<file path="config.mk">
export PLATFORM = sky130hd
export DESIGN_NAME = vga_plot_arbiter
export DESIGN_NICKNAME = d
export VERILOG_FILES = /design/src/rtl/vga_plot_arbiter.sv
export SDC_FILE = /design/constraint.sdc
export NUM_CORES = 1
export LEC_CHECK = 0
export BUFFER_PORTS_ARGS = -buffer_cell sky130_fd_sc_hd__buf_2
export CAP_MARGIN = 20
export CORE_ASPECT_RATIO = 1.5
export CORE_MARGIN = 5
export CORE_UTILIZATION = 35
export DETAILED_ROUTE_END_ITERATION = 10
export GPL_ROUTABILITY_DRIVEN = 0
export SETUP_SLACK_MARGIN = 0.02
export SYNTH_ARGS = -nofsm -noshare
export SYNTH_HDL_FRONTEND = slang
export SYNTH_SLANG_ARGS = --single-unit
</file>
<file path="constraint.sdc">
create_clock -name clk -period 4.8 [get_ports clk]
set_input_delay 0.72 -clock clk [delete_from_list [all_inputs] [get_ports clk]]
set_output_delay 0.72 -clock clk [all_outputs]
set_load 0.01 [all_outputs]
</file>
<file path="src/rtl/vga_plot_arbiter.sv">
// vga_plot_arbiter: round-robin burst arbiter for the shared VGA plot port.
// Define PLOT_CLIP_EN to drop off-screen pixels and count them on clip_cnt.
module vga_plot_arbiter #(
  parameter int NREQ    = 3,
  parameter int TIMEOUT = 1023,
  parameter int SCR_W   = 320,
  parameter int SCR_H   = 240
) (
  input  logic              clk,
  input  logic              resetn,
  input  logic [NREQ-1:0]   req,
  input  logic [NREQ-1:0]   pix_valid,
  input  logic [NREQ-1:0]   pix_last,
  input  logic [9*NREQ-1:0] pix_x,
  input  logic [8*NREQ-1:0] pix_y,
  input  logic [12*NREQ-1:0] pix_c,
  output logic [NREQ-1:0]   gnt,
  output logic [8:0]        x,
  output logic [7:0]        y,
  output logic [11:0]       c,
  output logic              plot,
  output logic [16:0]       bback_addr,
  output logic              busy,
  output logic              timeout
`ifdef PLOT_CLIP_EN
  ,
  output logic [7:0]        clip_cnt
`endif
);

  localparam int PW = $clog2(NREQ);
  localparam int WW = $clog2(TIMEOUT + 1);
  localparam logic [16:0] W17 = 17'(SCR_W);

  typedef enum logic {
    IDLE,
    BURST
  } state_t;

  state_t         state_q;
  state_t         state_d;
  logic [NREQ-1:0] gnt_d;
  logic [PW-1:0]  gidx_q;
  logic [PW-1:0]  gidx_d;
  logic [PW-1:0]  ptr_q;
  logic [PW-1:0]  ptr_d;
  logic [PW-1:0]  nxt_ptr;
  logic [WW-1:0]  wd_q;
  logic [WW-1:0]  wd_d;
  logic           to_d;

  logic [PW-1:0]  win;
  logic [NREQ-1:0] win_oh;

  logic [8:0]     sel_x;
  logic [7:0]     sel_y;
  logic [11:0]    sel_c;
  logic           sel_l;
  logic           sel_r;
  logic           accept;
  logic           expire;
  logic           oob;

  // Lowest set bit overall, overridden by the lowest set bit at/after ptr.
  always_comb begin
    win = '0;
    for (int i = NREQ - 1; i >= 0; i--) begin
      if (req[i]) win = PW'(i);
    end
    for (int i = NREQ - 1; i >= 0; i--) begin
      if (req[i] && (PW'(i) >= ptr_q)) win = PW'(i);
    end
    win_oh = '0;
    for (int i = 0; i < NREQ; i++) begin
      win_oh[i] = (win == PW'(i));
    end
  end

  always_comb begin
    sel_x = '0;
    sel_y = '0;
    sel_c = '0;
    sel_l = 1'b0;
    sel_r = 1'b0;
    for (int i = 0; i < NREQ; i++) begin
      if (gidx_q == PW'(i)) begin
        sel_x = pix_x[i*9 +: 9];
        sel_y = pix_y[i*8 +: 8];
        sel_c = pix_c[i*12 +: 12];
        sel_l = pix_last[i];
        sel_r = req[i];
      end
    end
  end

  assign accept  = (state_q == BURST) && |(gnt & pix_valid);
  assign expire  = !accept && (wd_q == WW'(TIMEOUT - 1));
  assign nxt_ptr = (gidx_q == PW'(NREQ - 1)) ? '0 : gidx_q + PW'(1);
  assign busy    = (state_q == BURST);

`ifdef PLOT_CLIP_EN
  assign oob = (int'(sel_x) >= SCR_W) || (int'(sel_y) >= SCR_H);
`else
  assign oob = 1'b0;
`endif

  always_comb begin
    state_d = state_q;
    gnt_d   = gnt;
    gidx_d  = gidx_q;
    ptr_d   = ptr_q;
    wd_d    = wd_q;
    to_d    = 1'b0;
    unique case (state_q)
      IDLE: begin
        if (|req) begin
          state_d = BURST;
          gnt_d   = win_oh;
          gidx_d  = win;
          wd_d    = '0;
        end
      end
      BURST: begin
        wd_d = accept ? '0 : wd_q + WW'(1);
        if ((accept && sel_l) || !sel_r || expire) begin
          state_d = IDLE;
          gnt_d   = '0;
          ptr_d   = nxt_ptr;
          to_d    = expire;
        end
      end
    endcase
  end

  always_ff @(posedge clk or negedge resetn) begin
    if (!resetn) begin
      state_q <= IDLE;
      gnt     <= '0;
      gidx_q  <= '0;
      ptr_q   <= '0;
      wd_q    <= '0;
      timeout <= 1'b0;
    end else begin
      state_q <= state_d;
      gnt     <= gnt_d;
      gidx_q  <= gidx_d;
      ptr_q   <= ptr_d;
      wd_q    <= wd_d;
      timeout <= to_d;
    end
  end

  always_ff @(posedge clk or negedge resetn) begin
    if (!resetn) begin
      x          <= '0;
      y          <= '0;
      c          <= '0;
      bback_addr <= '0;
      plot       <= 1'b0;
    end else begin
      plot <= 1'b0;
      if (accept && !oob) begin
        x          <= sel_x;
        y          <= sel_y;
        c          <= sel_c;
        bback_addr <= 17'(sel_y) * W17 + 17'(sel_x);
        plot       <= 1'b1;
      end
    end
  end

`ifdef PLOT_CLIP_EN
  always_ff @(posedge clk or negedge resetn) begin
    if (!resetn) begin
      clip_cnt <= '0;
    end else if (accept && oob && (clip_cnt != 8'hFF)) begin
      clip_cnt <= clip_cnt + 8'd1;
    end
  end
`endif

endmodule

</file>
======== Yosys cells after proc, flatten, opt, wreduce, memory -nomap -nowiden ========
Cells that the tools add are included.
operators by class
  $lt $le $gt $ge ......................... 3
  reduce and logical (&&, ||, !) cells .... 17
  $mul .................................... 1
  $add $sub $neg .......................... 3
  muxes and demuxes ....................... 34
  bitwise operators ....................... 2
  equality and inequality tests ........... 7
operators with widths
  operator                                              number
  2-to-1 mux 12 bit                                     3
  2-to-1 mux 9 bit                                      3
  2-to-1 mux 8 bit                                      3
  2-to-1 mux 10 bit                                     2
  case mux 10 bit (2 select lines)                      1
  adder 17 x 9 -> 17 bit                                1
  2-to-1 mux 2 bit                                      7
  multiplier 8 x 3 -> 11 bit (second input constant)    1
  2-to-1 mux 1 bit                                      11
  adder 10 x 1 -> 10 bit (second input constant)        1
  equality test 10 bit (second input constant)          1
  logical AND 1 bit                                     6
  2-to-1 mux 3 bit                                      2
  case mux 3 bit (2 select lines)                       1
  AND reduction 2 bit                                   3
  OR reduction 3 bit                                    2
  equality test 2 x 1 -> 1 bit (second input constant)  2
  equality test 2 bit (second input constant)           2
  >= comparator 1 x 2 -> 1 bit (first input constant)   2
  logical NOT 2 bit                                     2
  AND 3 bit                                             1
  adder 2 x 1 -> 2 bit (second input constant)          1
  >= comparator 2 bit (first input constant)            1
  logical NOT 1 bit                                     2
  other kinds (5)                                       6
storage, ports and cells
  flip-flop bits (word level) ............. 66
  input port bits ......................... 98

======== Depth between registers and ports, before layout ========
  depth after elaboration ................. 9
  mapped depth ............................ 15
  mapped depth without buffers ............ 13

======== Worst setup path before layout ========
Ideal clock, no wire load.
  path kind ............................... flip-flop to flip-flop
  start ................................... register gidx_q[0]
  end ..................................... register bback_addr[16]
  period minus slack after synthesis ...... 3.339 ns
  data arrival time ....................... 3.262 ns
  setup time .............................. 0.077 ns
  setup slack ............................. 1.461 ns
  stages on the path, launching flop included .. 15
  data required time ...................... 4.723 ns
  cells stage by stage .................... dfrtp_1 buf_2 nor2b_1 clkbuf_1 nand2_1 o21ai_0 ha_1 ha_1 fa_1 a211oi_1 o21bai_1 xnor2_1 nand3_1 or3_1 a21oi_1
on the way
  word-level cells in the longest chain between the ends .. 6
  elaborated cells on any way between the ends .. 11
ends and longest elaborated chain
  item                            RTL line  source
  start: declaration              43        logic [PW-1:0] gidx_q;
  start signal: assignment        146       gidx_q <= gidx_d;
  logical NOT 2 bit               86        if (gidx_q == PW'(i)) begin
  2-to-1 mux 8 bit (2 in series)  86
  2-to-1 mux 8 bit (*)            86
  net sel_y[1]                    56        logic [7:0] sel_y;
  multiplier 8 x 3 -> 11 bit (*)  166       bback_addr <= 17'(sel_y) * W17 + 17'(sel_x);
  adder 17 x 9 -> 17 bit (*)      166
  end signal: assignment          166
  end: declaration                22        output logic [16:0] bback_addr,
The timed path passes the listed nets; every way through them passes the cells marked *.
A chain may end at the register's enable or synchronous reset.

======== Worst setup path in the final report ========
  start ................................... register gidx_q[1]
  end ..................................... register bback_addr[16]
on the way
  word-level cells in the longest chain between the ends .. 6
  elaborated cells on any way between the ends .. 11
ends and longest elaborated chain
  item                            RTL line
  logical NOT 2 bit               86
  2-to-1 mux 8 bit (3 in series)  86
  multiplier 8 x 3 -> 11 bit      166
  adder 17 x 9 -> 17 bit (*)      166
Mark *: on every way between the ends. The rest lies on a longest branch, timed or not.

==> out/qor.yml <==
clocking:
  cts_buffer_depth: 2
  cts_tree: "yes"
  cts_setup_buffers: 0
  path_clk_slew_ns: 0.05
  clockRootBuffer: "clkbuf_16"
  cts.sinks: 60
  clk_latency_ns: 0.32
  numCtsBuffers: 9
  cts_resized: 0
  htreeDepth: 3
  cts.hold.buffers_added: 0
synth:
  yosysWarningCount: 0
  synth_area_per_cell_um2: 8.85
  synth.distinct_cells: 40
  synth_edf_count: 0
  synth_nets: 525
  syn-cell-area_um2: 3630
  synthArstFlopShare_pct: 100
  synth_flop_cell: "dfrtp_1"
  synth-seq-cells: 60
  ys_seq_area_share_pct: 41.4
  netlist_instances: 410
cells_and_area:
  layout-drive-gt1-share_pct: 33.8
  regArea_um2: 1500
  num_antenna_cells: 0
  final_common_cell: "buf_2"
  nNetsFinal: 663
  multi_input_area_um2: 1950
  finalCoreUtilization_pct: 46.5
  final_cell_mix: "buf_2 (149), nand2_1 (69), dfrtp_1 (59)"
  fillCellCount: 1021
  syn2layout_area_growth_pct: 30.0
setup_path:
  r2r_cells: 12
  critical_path_class: "reg2reg"
  critPathMaxStageDelay_ns: 0.54
  endpoint: "bback_addr[16]"
  start_kind: "flop"
  regToRegEndpoint: "bback_addr[16]"
  cp.required_ns: 5.05
  crit_start: "gidx_q[1]"
  crit_arrival_ns: 3.91
  crit_slowest_cell: "dfrtp_2"
  setup.worst_path.end_class: "flop"
  rr_startpoint: "gidx_q[1]"
  r2r_slack_ns: 1.15
  cp_cell_sequence: "buf_4 > mux2i_1 > nor2_1 > a21oi_1 > xnor2_1 > fa_1 > a211oi_1 > o21bai_1 > xnor2_1 > nand3_1 > or3_1 > a21oi_1"
  cp_max_fo: 25
pwr:
  power_leakage_uw: 0.00241
  switching_share_pct: 43.4
  peakVddDrop_uv: 414
  clkPwrFrac_pct: 18.5
  p_per_area_nw_per_um2: 740
  p_switching_uw: 1520
  combPwrFrac_pct: 56.7
  cell_internal_pwr_uw: 1980
  finalPower_uw: 3490
  seq_power_share_pct: 24.8
floorplan:
  die_area_um2: 12500
  core_um2: 10100
  io_pins: 150
  fp.dieW_um: 93.1
  start_util_pct: 35.8
  std_cell_rows: 45
  die_h_um: 135
routing:
  drtIter0Drc: 85
  drtPass1Iterations: 4
  routed_wirelength_mm: 10.2
  vias: 3387
  ant_nets: 0
  via_per_inst: 5.06
  route.detailed.drc: 0
  avgRoutedWirePerCell_um: 15.3
timing:
  whs_ns: 0.471
  report.final.slew_viol_count: 0
  clock.fmax_mhz: 274
  hold_viol: 0
  layout_worst_path_cycle_share_pct: 76.1
  setup_viol: 0
  worst_pin_slew_ns: 0.936
  clock_skew_ns: 0.00626
  fin_setup_tns_ns: 0
  grt_setup_unrepaired: "false"
  relSlewSlack_pct: 37.6
  fin_crit_ns: 3.65
global_route:
  grt_pass1_vias: 3442
  grt_start_max_net_pins: 61
  antenna_found_initial: 0
  grt_pass1_wl_mm: 16.7
  grt_overflow: 0
  gr-usage-all-layers_pct: 16.7
placed_design:
  dp_hpwl_mm: 7.88
  port_buffers: 149
flow_run:
  maxCapViolCount: 0
status:
  status: "completed"
hold_path:
  hold_path_class: "reg2reg"
final cells by class:
| class | instances | share of cell area, % |
|---|---|---|
| Tap cell | 117 | 3.10 |
| Timing Repair Buffer | 155 | 16.7 |
| Clock inverter | 5 | 1.06 |
| Clock buffer | 11 | 5.36 |
| Sequential cell | 60 | 31.9 |
| Multi-Input combinational cell | 315 | 41.4 |
| Inverter | 7 | 0.557 |
power groups by stage:
stage               sequential (uW)  combinational [uW]  clock, uW
floorplan                       909                1430          0
global placement                870                1980          0
detailed placement              876                2010          0
CTS                             869                2020        662
global route                    894                2240        689
finish                          866                1980        647
flip-flops by register name, summed over array words and instances (netlist names):
signal and cells:
wd_q 10, c 12, x 9, busy 1, gnt 3, y 8
gidx_q 2, ptr_q 2, plot 1, timeout 1, bback_addr 11
per-layer routing:
layer | up-vias | track usage, % | wire length (um)
li1 | 1692 | - | -
met5 | - | 0 | 0
met3 | 15 | 4.07 | 537
met2 | 95 | 30.3 | 5490
met4 | 0 | 6.68 | 216
met1 | 1585 | 18.6 | 3980
critical path: cells and delay by family (launching register included):
family / cells / cell delay, ns
xor+xnor: 2 / 0.38
compound gates: 4 / 0.99
simple gates: 3 / 0.50
buf+inv: 1 / 0.43
mux: 1 / 0.24
fa+ha+maj: 1 / 0.48
flops: 1 / 0.54
how the worst min path moves through the flow:
| stage | start | end | slack, ns | cells after the start |
|---|---|---|---|---|
| 6_report | c[10] | c[10] | 0.47 | 2 |
| 3_5_place_dp | bback_addr[6] | bback_addr[6] | 0.47 | 2 |
| 3_3_place_gp | bback_addr[6] | bback_addr[6] | 0.46 | 2 |
| 4_1_cts | c[8] | c[8] | 0.48 | 2 |
| 2_1_floorplan | resetn | bback_addr[10] | 0.42 | 0 |
| 5_1_grt | bback_addr[6] | bback_addr[6] | 0.50 | 2 |
kinds of logic (layout without fill, tap and decap cells):
group	count (synthesis)	in the layout	share of synthesized area (%)
compound gates	105	105	16.4
xor+xnor	16	16	3.86
fa+ha+maj	17	17	6.28
buf+inv	35	178	4.97
flops	60	60	41.4
mux	38	38	11.0
simple gates	139	139	16.1
Yosys cell counts, types with 4 or more instances:
cell type	number	share of area [%]
nand3_1	10	1.4
mux2i_1	31	8.6
nand2_1	69	7.1
dfrtp_1	60	41
a31oi_1	4	0.69
buf_4	6	1.2
nor3_1	5	0.69
a21oi_1	30	4.1
xor2_1	7	1.7
inv_1	6	0.62
o21ai_0	49	6.8
nor2_1	38	3.9
ha_1	15	5.2
buf_2	9	1.2
a21o_1	6	1.2
mux2_2	4	1.2
nand2b_1	4	0.69
clkbuf_1	11	1.1
xnor2_1	9	2.2
stage by stage:
stage               setup slack (ns)  cell area [um^2]  instances
global route                   0.817              4720        670
finish                          1.15              4720        670
CTS                             1.09              4710        669
floorplan                       1.46              3630        410
global placement                1.23              4410        653
detailed placement              1.13              4410        653
Power figures use the tool's default switching activity.
